--- src/rtl/nonce_result_collector.sv ---
// nonce_result_collector
//   Sits between the core result bus and the host return path. It rebuilds
//   full nonces from per-beat core results (session base + core index) and
//   queues the hits in a small FIFO. Depending on MODE_FIRST a session stops
//   at the first hit or runs over the whole broadcast range. When a session
//   ends, a one-cycle summary strobe is raised.
//
// Ports
//   clk, rst        clock, synchronous active-high reset
//   valid_i         result beat valid
//   newblock_i      with valid_i: first beat of a new session
//   success_i       reporting core found a hit
//   nonce_prefix_i  index of the reporting core
//   valid_o         one-cycle session summary strobe
//   success_o       session had at least one hit (only while valid_o)
//   first_nonce_o   first hit of the last finished session
//   hit_count_o     hits in the last finished session, dropped ones included
//   overflow_o      last finished session dropped at least one hit
//   hit_valid_o     FIFO head valid
//   hit_ready_i     consumer takes the FIFO head
//   hit_nonce_o     FIFO head nonce
module nonce_result_collector #(
   parameter int NUM_CORES     = 10,
   parameter int BROADCAST_CNT = 100,
   parameter int NONCE_W       = 32,
   parameter int FIFO_DEPTH    = 4,
   parameter bit MODE_FIRST    = 1'b1,
   parameter int PARTITIONBITS = $clog2(NUM_CORES),
   localparam int CNT_W        = $clog2(BROADCAST_CNT + 1)
) (
   input  logic                     clk,
   input  logic                     rst,
   input  logic                     valid_i,
   input  logic                     newblock_i,
   input  logic                     success_i,
   input  logic [PARTITIONBITS-1:0] nonce_prefix_i,
   output logic                     valid_o,
   output logic                     success_o,
   output logic [NONCE_W-1:0]       first_nonce_o,
   output logic [CNT_W-1:0]         hit_count_o,
   output logic                     overflow_o,
   output logic                     hit_valid_o,
   input  logic                     hit_ready_i,
   output logic [NONCE_W-1:0]       hit_nonce_o
);

   localparam int AW = $clog2(FIFO_DEPTH);
   localparam logic [NONCE_W-1:0]     NC_W = NONCE_W'(NUM_CORES);
   localparam logic [NONCE_W-1:0]     BC_W = NONCE_W'(BROADCAST_CNT);
   // one spare bit so a power-of-two core count is still representable
   localparam logic [PARTITIONBITS:0] NC_P = (PARTITIONBITS + 1)'(NUM_CORES);

   typedef enum logic [1:0] {IDLE, READING, SUMMARY} state_t;

   state_t               state, state_n;
   logic [NONCE_W-1:0]   base, first_q;
   logic [CNT_W-1:0]     count;
   logic                 ovf_q;

   logic [NONCE_W-1:0]   mem [FIFO_DEPTH];
   logic [AW:0]          wr_ptr, rd_ptr;

   logic                 start, beat, hit, last, push, pop, full, empty;
   logic [NONCE_W-1:0]   base_use, cand, first_n;
   logic [CNT_W-1:0]     count_base, count_n;
   logic                 ovf_n;
   logic [AW-1:0]        waddr;

   always_comb begin
      full  = (wr_ptr[AW] != rd_ptr[AW]) && (wr_ptr[AW-1:0] == rd_ptr[AW-1:0]);
      empty = (wr_ptr == rd_ptr);
      pop   = !empty && hit_ready_i;

      // a newblock beat opens a session from any state and is itself beat 0
      start      = valid_i && newblock_i;
      beat       = valid_i && (newblock_i || state == READING);
      base_use   = start ? '0 : base;
      cand       = base_use + NONCE_W'(nonce_prefix_i);
      hit        = beat && success_i && ({1'b0, nonce_prefix_i} < NC_P) && (cand < BC_W);
      last       = beat && ((base_use + NC_W >= BC_W) || (MODE_FIRST && hit));

      count_base = start ? '0 : count;
      count_n    = count_base + CNT_W'(hit);
      first_n    = start ? '0 : first_q;
      if (hit && count_base == '0)
         first_n = cand;

      // the flush on start empties the FIFO, so that push can never drop
      push  = hit && (start || !full || pop);
      ovf_n = (start ? 1'b0 : ovf_q) | (hit && !push);
      waddr = start ? '0 : wr_ptr[AW-1:0];

      state_n = state;
      case (state)
         IDLE:    state_n = IDLE;
         READING: state_n = READING;
         SUMMARY: state_n = IDLE;
         default: state_n = IDLE;
      endcase
      if (beat)
         state_n = last ? SUMMARY : READING;
   end

   always_ff @(posedge clk) begin
      if (rst) begin
         state         <= IDLE;
         base          <= '0;
         count         <= '0;
         first_q       <= '0;
         ovf_q         <= 1'b0;
         wr_ptr        <= '0;
         rd_ptr        <= '0;
         first_nonce_o <= '0;
         hit_count_o   <= '0;
         overflow_o    <= 1'b0;
      end else begin
         state <= state_n;
         if (beat) begin
            base    <= base_use + NC_W;
            count   <= count_n;
            first_q <= first_n;
            ovf_q   <= ovf_n;
         end
         // summary values are captured at the last beat and then held
         if (last) begin
            hit_count_o   <= count_n;
            first_nonce_o <= first_n;
            overflow_o    <= ovf_n;
         end
         if (start) begin
            rd_ptr <= '0;
            wr_ptr <= push ? (AW + 1)'(1) : '0;
         end else begin
            if (push) wr_ptr <= wr_ptr + (AW + 1)'(1);
            if (pop)  rd_ptr <= rd_ptr + (AW + 1)'(1);
         end
      end
   end

   always_ff @(posedge clk) begin
      if (push)
         mem[waddr] <= cand;
   end

   assign valid_o     = (state == SUMMARY);
   assign success_o   = valid_o && (hit_count_o != '0);
   assign hit_valid_o = !empty;
   assign hit_nonce_o = empty ? '0 : mem[rd_ptr[AW-1:0]];

endmodule
--- config.mk ---
export PLATFORM = sky130hd
export DESIGN_NAME = nonce_result_collector
export DESIGN_NICKNAME = d
export VERILOG_FILES = /design/src/rtl/nonce_result_collector.sv
export SDC_FILE = /design/constraint.sdc
export NUM_CORES = 1
export LEC_CHECK = 0
export CORE_UTILIZATION = 51
export DETAILED_ROUTE_END_ITERATION = 12
export GPL_TIMING_DRIVEN = 1
export PLACE_DENSITY_LB_ADDON = 0.25
export SYNTH_ARGS = -nofsm -noshare
export SYNTH_HDL_FRONTEND = slang
export SYNTH_SLANG_ARGS = --single-unit
--- constraint.sdc ---
create_clock -name clk -period 15.5 [get_ports clk]
set_input_delay 3.875 -clock clk [delete_from_list [all_inputs] [get_ports clk]]
set_output_delay 3.875 -clock clk [all_outputs]
set_load 0.005 [all_outputs]
==> out/metrics.csv <==
stage;metric;value;unit
sta;period_share;60.3;%
global_route;grt_antenna_before_repair;0;
worst_hold_path;hold_path_end;base[0];
finish;fillers;1867;
drt;drc;0;
critical_path;cp.arrival;9.73;ns
logic_synthesis;yosys_warnings;0;
global_route;grt_max_degree;81;
clock_network;numCtsBuffers;26;
sta;hold_violations;0;
drt;vias;8446;
finish;drive_gt1_share;11.7;%
logic_synthesis;yosysTopAreaCellShare;32.5;%
finish;antenna_cells;0;
logic_synthesis;synth_area;0.0118;mm^2
power_and_ir_drop;power_leakage;4.78;nW
logic_synthesis;synth_cells;1068;
floorplanning;io_pins;85;
power_and_ir_drop;total_power;1.40;mW
critical_path;r2r_start;base[1];
job;cap_violations;0;
placement;dp_hpwl;18800;um
sta;timing.slew.headroom;27.9;%
global_route;grt_pass1_vias;7984;
drt;drtPass1Iterations;5;
clock_network;clk_pin_slew;0.06;ns
critical_path;r2r_setup_slack;10.18;ns
global_route;grtUsageTotal;24.1;%
logic_synthesis;synth_edf_count;128;
floorplanning;die_h;154;um
floorplanning;num_rows;55;
sta;setup_tns;0;ns
drt;drt-initial-drc-count;714;
finish;final_core_util;60.2;%
logic_synthesis;synth_area_per_cell;11.1;um^2
sta;report.final.slew_viol_count;0;
sta;finalClockSkew;0.0143;ns
critical_path;path_class;input port to flop;
finish;register_area;0.00629;mm^2
logic_synthesis;synth-async-reset-ratio;0;%
worst_hold_path;hold_path_class;flop to flop;
finish;multi_input_area;0.00514;mm^2
logic_synthesis;synthTopCellsByCount;128 x edfxtp_1, 122 x dfxtp_1, 101 x nor2_1, 68 x and2_1, 65 x nand2_1;
clock_network;clockRootBuffer;clkbuf_16;
sta;grt_setup_unrepaired;no;
clock_network;clkSinkCount;250;
logic_synthesis;synthFlopType;edfxtp_1;
worst_hold_path;whs_path_depth;2;
global_route;gr-total-overflow;0;
drt;ant_nets;0;
sta;fmax;107;MHz
clock_network;h-tree-depth;1;
global_route;grt_first_pass_wirelength;45000;um
clock_network;post_cts_buffers;0;
clock_network;clock_latency;0.54;ns
logic_synthesis;synth_area_leaders;edfxtp_1 32%, dfxtp_1 21%, mux4_2 6.1%;
critical_path;r2r_end;hit_count_o[6];
placement;gp_congestion;0.960;
outcome;status;finished, final reports clean;
sta;tightestPinTransition;1.08;ns
clock_network;cts_hold_buf;0;
sta;setup_violations;0;
logic_synthesis;synthesis.nets;1085;
worst_hold_path;worstHoldStart;base[0];
logic_synthesis;synth_cell_type_count;82;
floorplanning;start_util;52.1;%
critical_path;r2r_cells;20;
critical_path;cp_max_fo;17;
logic_synthesis;yosysTopAreaCell;edfxtp_1;
critical_path;cp-end-kind;flop;
power_and_ir_drop;ir_drop;75.1;uV
floorplanning;die_w;154;um
placement;portBuffers;84;
clock_network;ctsResizeCount;0;
floorplanning;dieArea;0.0238;mm^2
clock_network;tritoncts;done;
floorplanning;core-area;0.0227;mm^2
critical_path;cp.required;15.89;ns
clock_network;cts_buffer_depth;3;
drt;via_per_inst;5.96;
drt;drt-wirelength-per-cell;20.0;um
finish;area_growth;15.4;%
logic_synthesis;synth-seq-cells;250;
critical_path;cp-start-kind;input port;
sta;period_needed;9.34;ns
drt;wl;28400;um
logic_synthesis;synth-seq-area-share;53.1;%
logic_synthesis;synth_most_common_cell;edfxtp_1;
power_and_ir_drop;powerDensity;103;mW/mm^2
finish;final_nets;1129;
==> cells in the final DEF (no fill, tap or decap), types with 5 or more instances in the layout <==
cell / instances
edfxtp_1: 128
nor4_1: 12
o21ai_0: 37
or4_1: 5
nand4_1: 21
and3_1: 8
nor3b_1: 24
o21a_1: 6
a22o_1: 5
clkbuf_16: 26
dfxtp_1: 121
nand2_1: 65
nand3_1: 30
nor3_2: 5
buf_4: 13
a211oi_1: 7
mux2i_1: 15
a21o_1: 27
nor3_1: 27
or3_1: 12
mux4_2: 32
ha_1: 7
xor2_1: 20
a22oi_1: 6
a21oi_1: 48
nor2_1: 99
clkdlybuf4s50_1: 83
clkinv_2: 5
xnor2_1: 39
inv_1: 17
and2_1: 69
==> critical path, cell delays in order <==
cell	delay (ns)
clkdlybuf4s50_1	0.96
and2_1	0.24
nor2_1	0.05
ha_1	0.22
a21oi_1	0.17
o221ai_1	0.18
a21oi_1	0.81
o21ai_0	0.18
a21oi_1	0.63
a311oi_1	0.22
nand4_1	0.29
or3_4	0.23
clkinv_1	0.27
ha_1	0.34
ha_1	0.26
and3_1	0.25
nand3_1	0.11
xor2_1	0.16
nor2_1	0.07
mux2i_1	0.16
nor2_1	0.06
==> stage by stage <==
stage	setup slack (ns)	hold slack [ns]	instances	cell area [um^2]
global route	5.82	0.454	1417	13700
detailed placement	5.83	0.427	1369	12800
global placement	5.88	0.424	1369	12800
finish	6.16	0.437	1417	13700
floorplan	4.93	0.416	1068	11800
CTS	6.28	0.436	1417	13700
==> metal layers <==
layer,wire length (um),vias up,global-route usage (%)
met1,12800,4092,34.7
met4,670,0,7.40
met5,0,-,0
met2,12900,317,37.8
li1,-,3975,-
met3,1980,62,3.59
==> worst max-delay path by stage <==
stage | start | to | slack [ns] | depth (start not counted)
2_1_floorplan | valid_i | mem[1][0] | 4.93 | 21
3_3_place_gp | valid_i | hit_count_o[6] | 5.88 | 22
3_5_place_dp | valid_i | hit_count_o[6] | 5.83 | 22
4_1_cts | valid_i | hit_count_o[6] | 6.28 | 21
5_1_grt | valid_i | hit_count_o[6] | 5.82 | 21
6_report | valid_i | hit_count_o[6] | 6.16 | 21
==> report_power, final <==
part	internal, mW	leakage (nW)	switching [mW]
Combinational	0.0233	2.07	0.0411
Clock	0.380	0.435	0.259
Sequential	0.695	2.27	0.00283
==> logic make-up (layout without fill, tap and decap cells) <==
| logic type | Yosys count | after routing | share of synthesized area (%) |
|---|---|---|---|
| AND/OR/NAND/NOR | 413 | 413 | 19.1 |
| XOR/XNOR | 59 | 59 | 4.36 |
| flip-flops | 250 | 250 | 53.1 |
| multiplexers | 50 | 50 | 7.64 |
| adder cells (fa/ha/maj) | 7 | 7 | 0.740 |
| buffers and inverters | 99 | 163 | 3.79 |
| AO/OA/AOI/OAI | 190 | 190 | 11.3 |
==> layout make-up <==
class	instances	area share (%)
flip-flops and latches	250	46.0
multi-input cells	719	37.6
repair buffers	97	6.83
clock buffers	31	4.93
well taps	285	2.61
clock inverters	17	1.55
inverters	18	0.494
==> sequential cells by signal (all words and copies together), names as in the netlist, named ones only <==
register,cells
first_q,32
hit_count_o,7
state,2
ovf_q,1
base,32
overflow_o,1
count,7
first_nonce_o,32
rd_ptr,3
wr_ptr,3
mem,128
Power figures use the tool's default switching activity.
